**config.mk**
```make
export PLATFORM = sky130hd
export DESIGN_NAME = sprite_ram_loader
export DESIGN_NICKNAME = d
export VERILOG_FILES = /design/src/rtl/sprite_ram_loader.sv
export SDC_FILE = /design/constraint.sdc
export NUM_CORES = 1
export LEC_CHECK = 0
export ABC_AREA = 1
export ABC_CLOCK_PERIOD_IN_PS = 2400
export BUFFER_PORTS_ARGS = -buffer_cell sky130_fd_sc_hd__buf_4
export CORE_MARGIN = 3
export CORE_UTILIZATION = 50
export CTS_CLUSTER_SIZE = 30
export DETAILED_ROUTE_END_ITERATION = 16
export GPL_TIMING_DRIVEN = 0
export PLACE_DENSITY = 0.75
export RECOVER_POWER = 50
export SETUP_SLACK_MARGIN = 0.4
export SLEW_MARGIN = 40
export SYNTH_ARGS = -nofsm -noshare
export SYNTH_HDL_FRONTEND = slang
export SYNTH_SLANG_ARGS = --single-unit
export TNS_END_PERCENT = 30
```
**constraint.sdc**
```tcl
create_clock -name clk -period 2.4 [get_ports clk]
set_input_delay 0.24 -clock clk [delete_from_list [all_inputs] [get_ports clk]]
set_output_delay 0.24 -clock clk [all_outputs]
set_load 0.01 [all_outputs]
```
**src/rtl/sprite_ram_loader.sv**
```systemverilog
// Byte-stream loader for sprite RAM: packs BPW bytes (first byte most significant)
// into WIDTH-bit words and writes them sequentially from a latched base address.
module sprite_ram_loader #(
    parameter int WIDTH = 8,
    parameter int DEPTH = 256,
    localparam int ADDRW = $clog2(DEPTH)
) (
    input  logic             clk,
    input  logic             reset,
    input  logic             start,
    input  logic [ADDRW-1:0] base_addr,
    input  logic [ADDRW:0]   word_count,
    input  logic             abort,
    input  logic             in_valid,
    input  logic [7:0]       in_data,
    output logic             in_ready,
    output logic             wr_en,
    output logic [ADDRW-1:0] wr_addr,
    output logic [WIDTH-1:0] wr_data,
    output logic             busy,
    output logic             done
);

    localparam int BPW = WIDTH / 8;
    localparam int BCW = (BPW > 1) ? $clog2(BPW) : 1;

    typedef enum logic [1:0] {
        S_IDLE,
        S_LOAD,
        S_DONE
    } state_t;

    state_t           r_state;
    state_t           w_next;
    logic [ADDRW-1:0] r_addr;
    logic [ADDRW:0]   r_words;
    logic [BCW-1:0]   r_byte_cnt;
    logic [WIDTH-1:0] r_shift;

    logic             w_accept;
    logic             w_word_end;
    logic             w_last_word;
    logic [WIDTH-1:0] w_packed;

    // abort wins over a byte presented in the same cycle
    assign w_accept    = (r_state == S_LOAD) && in_valid && !abort;
    assign w_word_end  = w_accept && (r_byte_cnt == BCW'(BPW - 1));
    assign w_last_word = w_word_end && (r_words == (ADDRW + 1)'(1));
    assign w_packed    = (r_shift << 8) | WIDTH'(in_data);

    always_ff @(posedge clk or posedge reset) begin
        if (reset) begin
            r_state <= S_IDLE;
        end else begin
            r_state <= w_next;
        end
    end

    always_comb begin
        // NOTE: every output of this block gets a default first so no path leaves it unassigned (no latch).
        w_next   = r_state;
        in_ready = 1'b0;
        busy     = 1'b0;
        done     = 1'b0;
        case (r_state)
            S_IDLE: begin
                if (start) begin
                    w_next = (word_count == '0) ? S_DONE : S_LOAD;
                end
            end
            S_LOAD: begin
                in_ready = 1'b1;
                busy     = 1'b1;
                if (abort) begin
                    w_next = S_IDLE;
                end else if (w_last_word) begin
                    w_next = S_DONE;
                end
            end
            S_DONE: begin
                done   = 1'b1;
                w_next = S_IDLE;
            end
            default: w_next = S_IDLE;
        endcase
    end

    // NOTE: state is updated with non-blocking assignments so every register samples pre-edge values.
    always_ff @(posedge clk or posedge reset) begin
        if (reset) begin
            r_addr     <= '0;
            r_words    <= '0;
            r_byte_cnt <= '0;
            r_shift    <= '0;
            wr_en      <= 1'b0;
            wr_addr    <= '0;
            wr_data    <= '0;
        end else begin
            wr_en <= 1'b0;
            if (r_state == S_IDLE && start) begin
                r_addr     <= base_addr;
                r_words    <= word_count;
                r_byte_cnt <= '0;
                r_shift    <= '0;
            end else if (r_state == S_LOAD && abort) begin
                r_byte_cnt <= '0;
                r_shift    <= '0;
            end else if (w_accept) begin
                if (w_word_end) begin
                    wr_en      <= 1'b1;
                    wr_addr    <= r_addr;
                    wr_data    <= w_packed;
                    r_addr     <= (r_addr == ADDRW'(DEPTH - 1)) ? '0 : r_addr + ADDRW'(1);
                    r_words    <= r_words - (ADDRW + 1)'(1);
                    r_byte_cnt <= '0;
                    r_shift    <= '0;
                end else begin
                    r_shift    <= w_packed;
                    r_byte_cnt <= r_byte_cnt + BCW'(1);
                end
            end
        end
    end

endmodule

```
==> results.toml <==
[outcome]
status = "finished clean"

[clock_tree]
worstSkewPairLatency_ns = 0.29
cts_root_buffer = "clkbuf_8"
cts_buffers = 5
cts_resized = 0
clk_pin_slew_worst_paths_ns = 0.07
holdBufCountCts = 0
h-tree-depth = 2
cts_setup_buffers = 0
cts_sinks = 37
cts_tree = "done"
clockBufferDepth = 2

[power]
ir_drop_v = 0.0005266
p_switching_mw = 1.257
p_leak_nw = 1.393
p_total_mw = 2.930
p_int_mw = 1.672
p_sw_share_pct = 42.92
pwr-share-clk_pct = 15.2
p_comb_share_pct = 46.6
power_density_mw_per_mm2 = 1116
p_seq_share_pct = 38.1

[die]
core_mm2 = 0.004058
fp.dieW_um = 71.46
ios = 50
initial_core_util_pct = 52.79
die_h_um = 71.46
die_area_mm2 = 0.005106
fp-row-count = 23

[setup_path]
cpMaxStageDelayCell = "dfrtp_1"
cp_top_family = "simple AND/OR/NAND/NOR gates"
end_kind = "register"
crit_chain = "inv_1, ha_1, inv_1, nor2_1, nand2_1, nor2_1, nand2_1, nand2_1, nand2_1, nand2_1, nand2_1"
critPathMostFrequentCell = "nand2_1"
critPathLaunchType = "register"
cp.arrival_ns = 1.69
path_class = "register to register"
slowest_delay_ns = 0.39
required_ns = 2.59
cp_max_fo = 4
path_buf_inv = 2

[sta]
finalHoldViolCount = 0
worst_pin_slew_ns = 0.8859
finalMaxSlewViolations = 0
fin_skew_ns = 0.005818
rsz0062_at_grt = "no"
max_freq_ghz = 0.6655
slew_headroom_pct = 40.87
setup_ws_ns = 0.8973
period_minus_slack_ns = 1.503
fin_crit_sh_pct = 62.61
tns_ns = 0
setup_viol = 0

[synthesis]
synth_area_leaders = "dfrtp_1 (43%), nand2_1 (19%), inv_1 (5.4%)"
ys_ff_latch = 37
async_flop_share_pct = 100.0
synth_nets = 327
postSynthAreaPerCell_um2 = 7.286
yosysMostFrequentCell = "nand2_1"
synth_edf_count = 0
syn-instance-count = 294
synth_seq_area_share_pct = 43.22
ys.flop_type = "dfrtp_1"
synth.distinct_cells = 26
synth_warnings = 0
synth_area_mm2 = 0.002142
synthTopCellsByCount = "nand2_1 (111), dfrtp_1 (37), inv_1 (31), nor2_1 (31), o21ai_0 (22)"
yosysTopAreaCell = "dfrtp_1"
yosys.area.top_type_share_pct = 43.22

[final_layout]
drive_gt1_share_pct = 21.37
seq_area_um2 = 925.9
layout.cells.non_filler = 401
fillers = 392
antenna_cells = 0
utilization_pct = 64.69
area_growth_pct = 22.55
nets = 384
multi_input_area_um2 = 993.5

[grt]
antenna_found_initial = 0
grt_overflow = 0
grt_pass1_wl_um = 8838
grt_max_degree = 24
grt_pass1_vias = 1949
grt_usage_pct = 21.98

[routing]
drc = 0
first_pass_iters = 4
drt_iter0_drc = 74
viasPerCell = 4.903
drt-total-wl_um = 5062
post_drt_wl_per_cell_um = 12.62
ant_nets = 0
dr_total_vias = 1966

[place]
place_congestion = 0.8826
post-dp-hpwl_um = 3830
io_buffers = 49
dpl_worst_slack_ns = 0.9049
dp.cells = 394

[job]
drv_cap = 0

[worst_hold_path]
hp-class = "primary input to asynchronous set/reset pin"
## per-stage QoR
step	hold WS (ns)	instance area, µm²
5_1_grt	0.1430	2625
6_report	0.1380	2625
3_5_place_dp	0.3304	2600
2_1_floorplan	0.3223	2142
4_1_cts	0.01700	2686
3_3_place_gp	0.4408	2572
## cells by family after synthesis
logic type,count (synthesis),synth area share (%)
XOR/XNOR,2,0.8179
adder cells (fa/ha/maj),3,1.753
buffers and inverters,44,10.40
flip-flops,37,43.22
AND/OR/NAND/NOR,173,34.40
AO/OA/AOI/OAI,35,9.404
## cell usage in the layout, fill, tap and decap left out
cell and n:
or2_2 2, nand3_1 15, nor2_1 31, o21ai_1 1, nand2_4 2, a21oi_1 5
xor2_1 1, clkbuf_1 12, inv_1 31, xnor2_1 1, nand4_1 1, buf_6 6
buf_2 3, nor2_4 1, o21ai_0 22, clkbuf_4 1, nand2_1 111, o21ai_2 7
buf_4 39, clkbuf_8 6, clkinv_4 1, nand3b_1 2, dfrtp_1 37, nor2_2 2
inv_2 2, ha_1 3, nand2_2 2, nor3_1 3, nand4_4 1
## flip-flops by register name, indices dropped and copies added, names as in the netlist
| register | count |
|---|---|
| r_words | 9 |
| r_addr | 8 |
| wr_addr | 8 |
| wr_data | 8 |
| r_state | 2 |
| r_byte_cnt | 1 |
| wr_en | 1 |
## final cells by class
type                            instances  area share [%]
Multi-Input combinational cell        213           37.85
Tap cell                               50           2.383
Inverter                               34           5.052
Timing Repair Buffer                   50           12.73
Sequential cell                        37           35.27
Buffer                                 10           3.432
Clock buffer                            7           3.289
## power groups by stage
stage / registers (mW) / logic, mW / clock network [mW]
6_report: 1.12 / 1.37 / 0.447
3_5_place_dp: 1.12 / 1.44 / 0
4_1_cts: 1.11 / 1.44 / 0.453
3_3_place_gp: 1.11 / 1.39 / 0
2_1_floorplan: 1.15 / 0.896 / 0
5_1_grt: 1.16 / 1.57 / 0.482
## worst register-to-register path, cell delays in order (launching register included)
cell     delay [ns]
dfrtp_1        0.39
inv_1          0.12
ha_1           0.18
inv_1          0.05
nor2_1         0.15
nand2_1        0.12
nor2_1         0.13
nand2_1        0.06
nand2_1        0.05
nand2_1        0.04
nand2_1        0.05
nand2_1        0.04
## per-layer routing
metal / routed length [µm] / GRT usage, % / vias to the layer above / share of wire (%)
li1: - / - / 1021 / -
met2: 2321 / 36.12 / 44 / 46
met5: 0 / 0 / - / 0
met3: 290 / 5.189 / 8 / 5.7
met1: 2379 / 28.69 / 893 / 47
met4: 71 / 7.098 / 0 / 1.4
## final timing paths
check,slack [ns],endpoint,depth (start not counted),start
setup / recovery,0.90,r_words[6],11,r_words[0]
hold / removal,0.14,r_state[1],2,reset
setup reg to reg,0.90,r_words[6],11,r_words[0]
hold reg to reg,0.48,wr_data[3],2,wr_data[3]
max in group asynchronous,1.01,r_addr[2],3,reset
min in group clk,0.14,r_byte_cnt,2,in_valid
(Power assumes the default switching activity.)
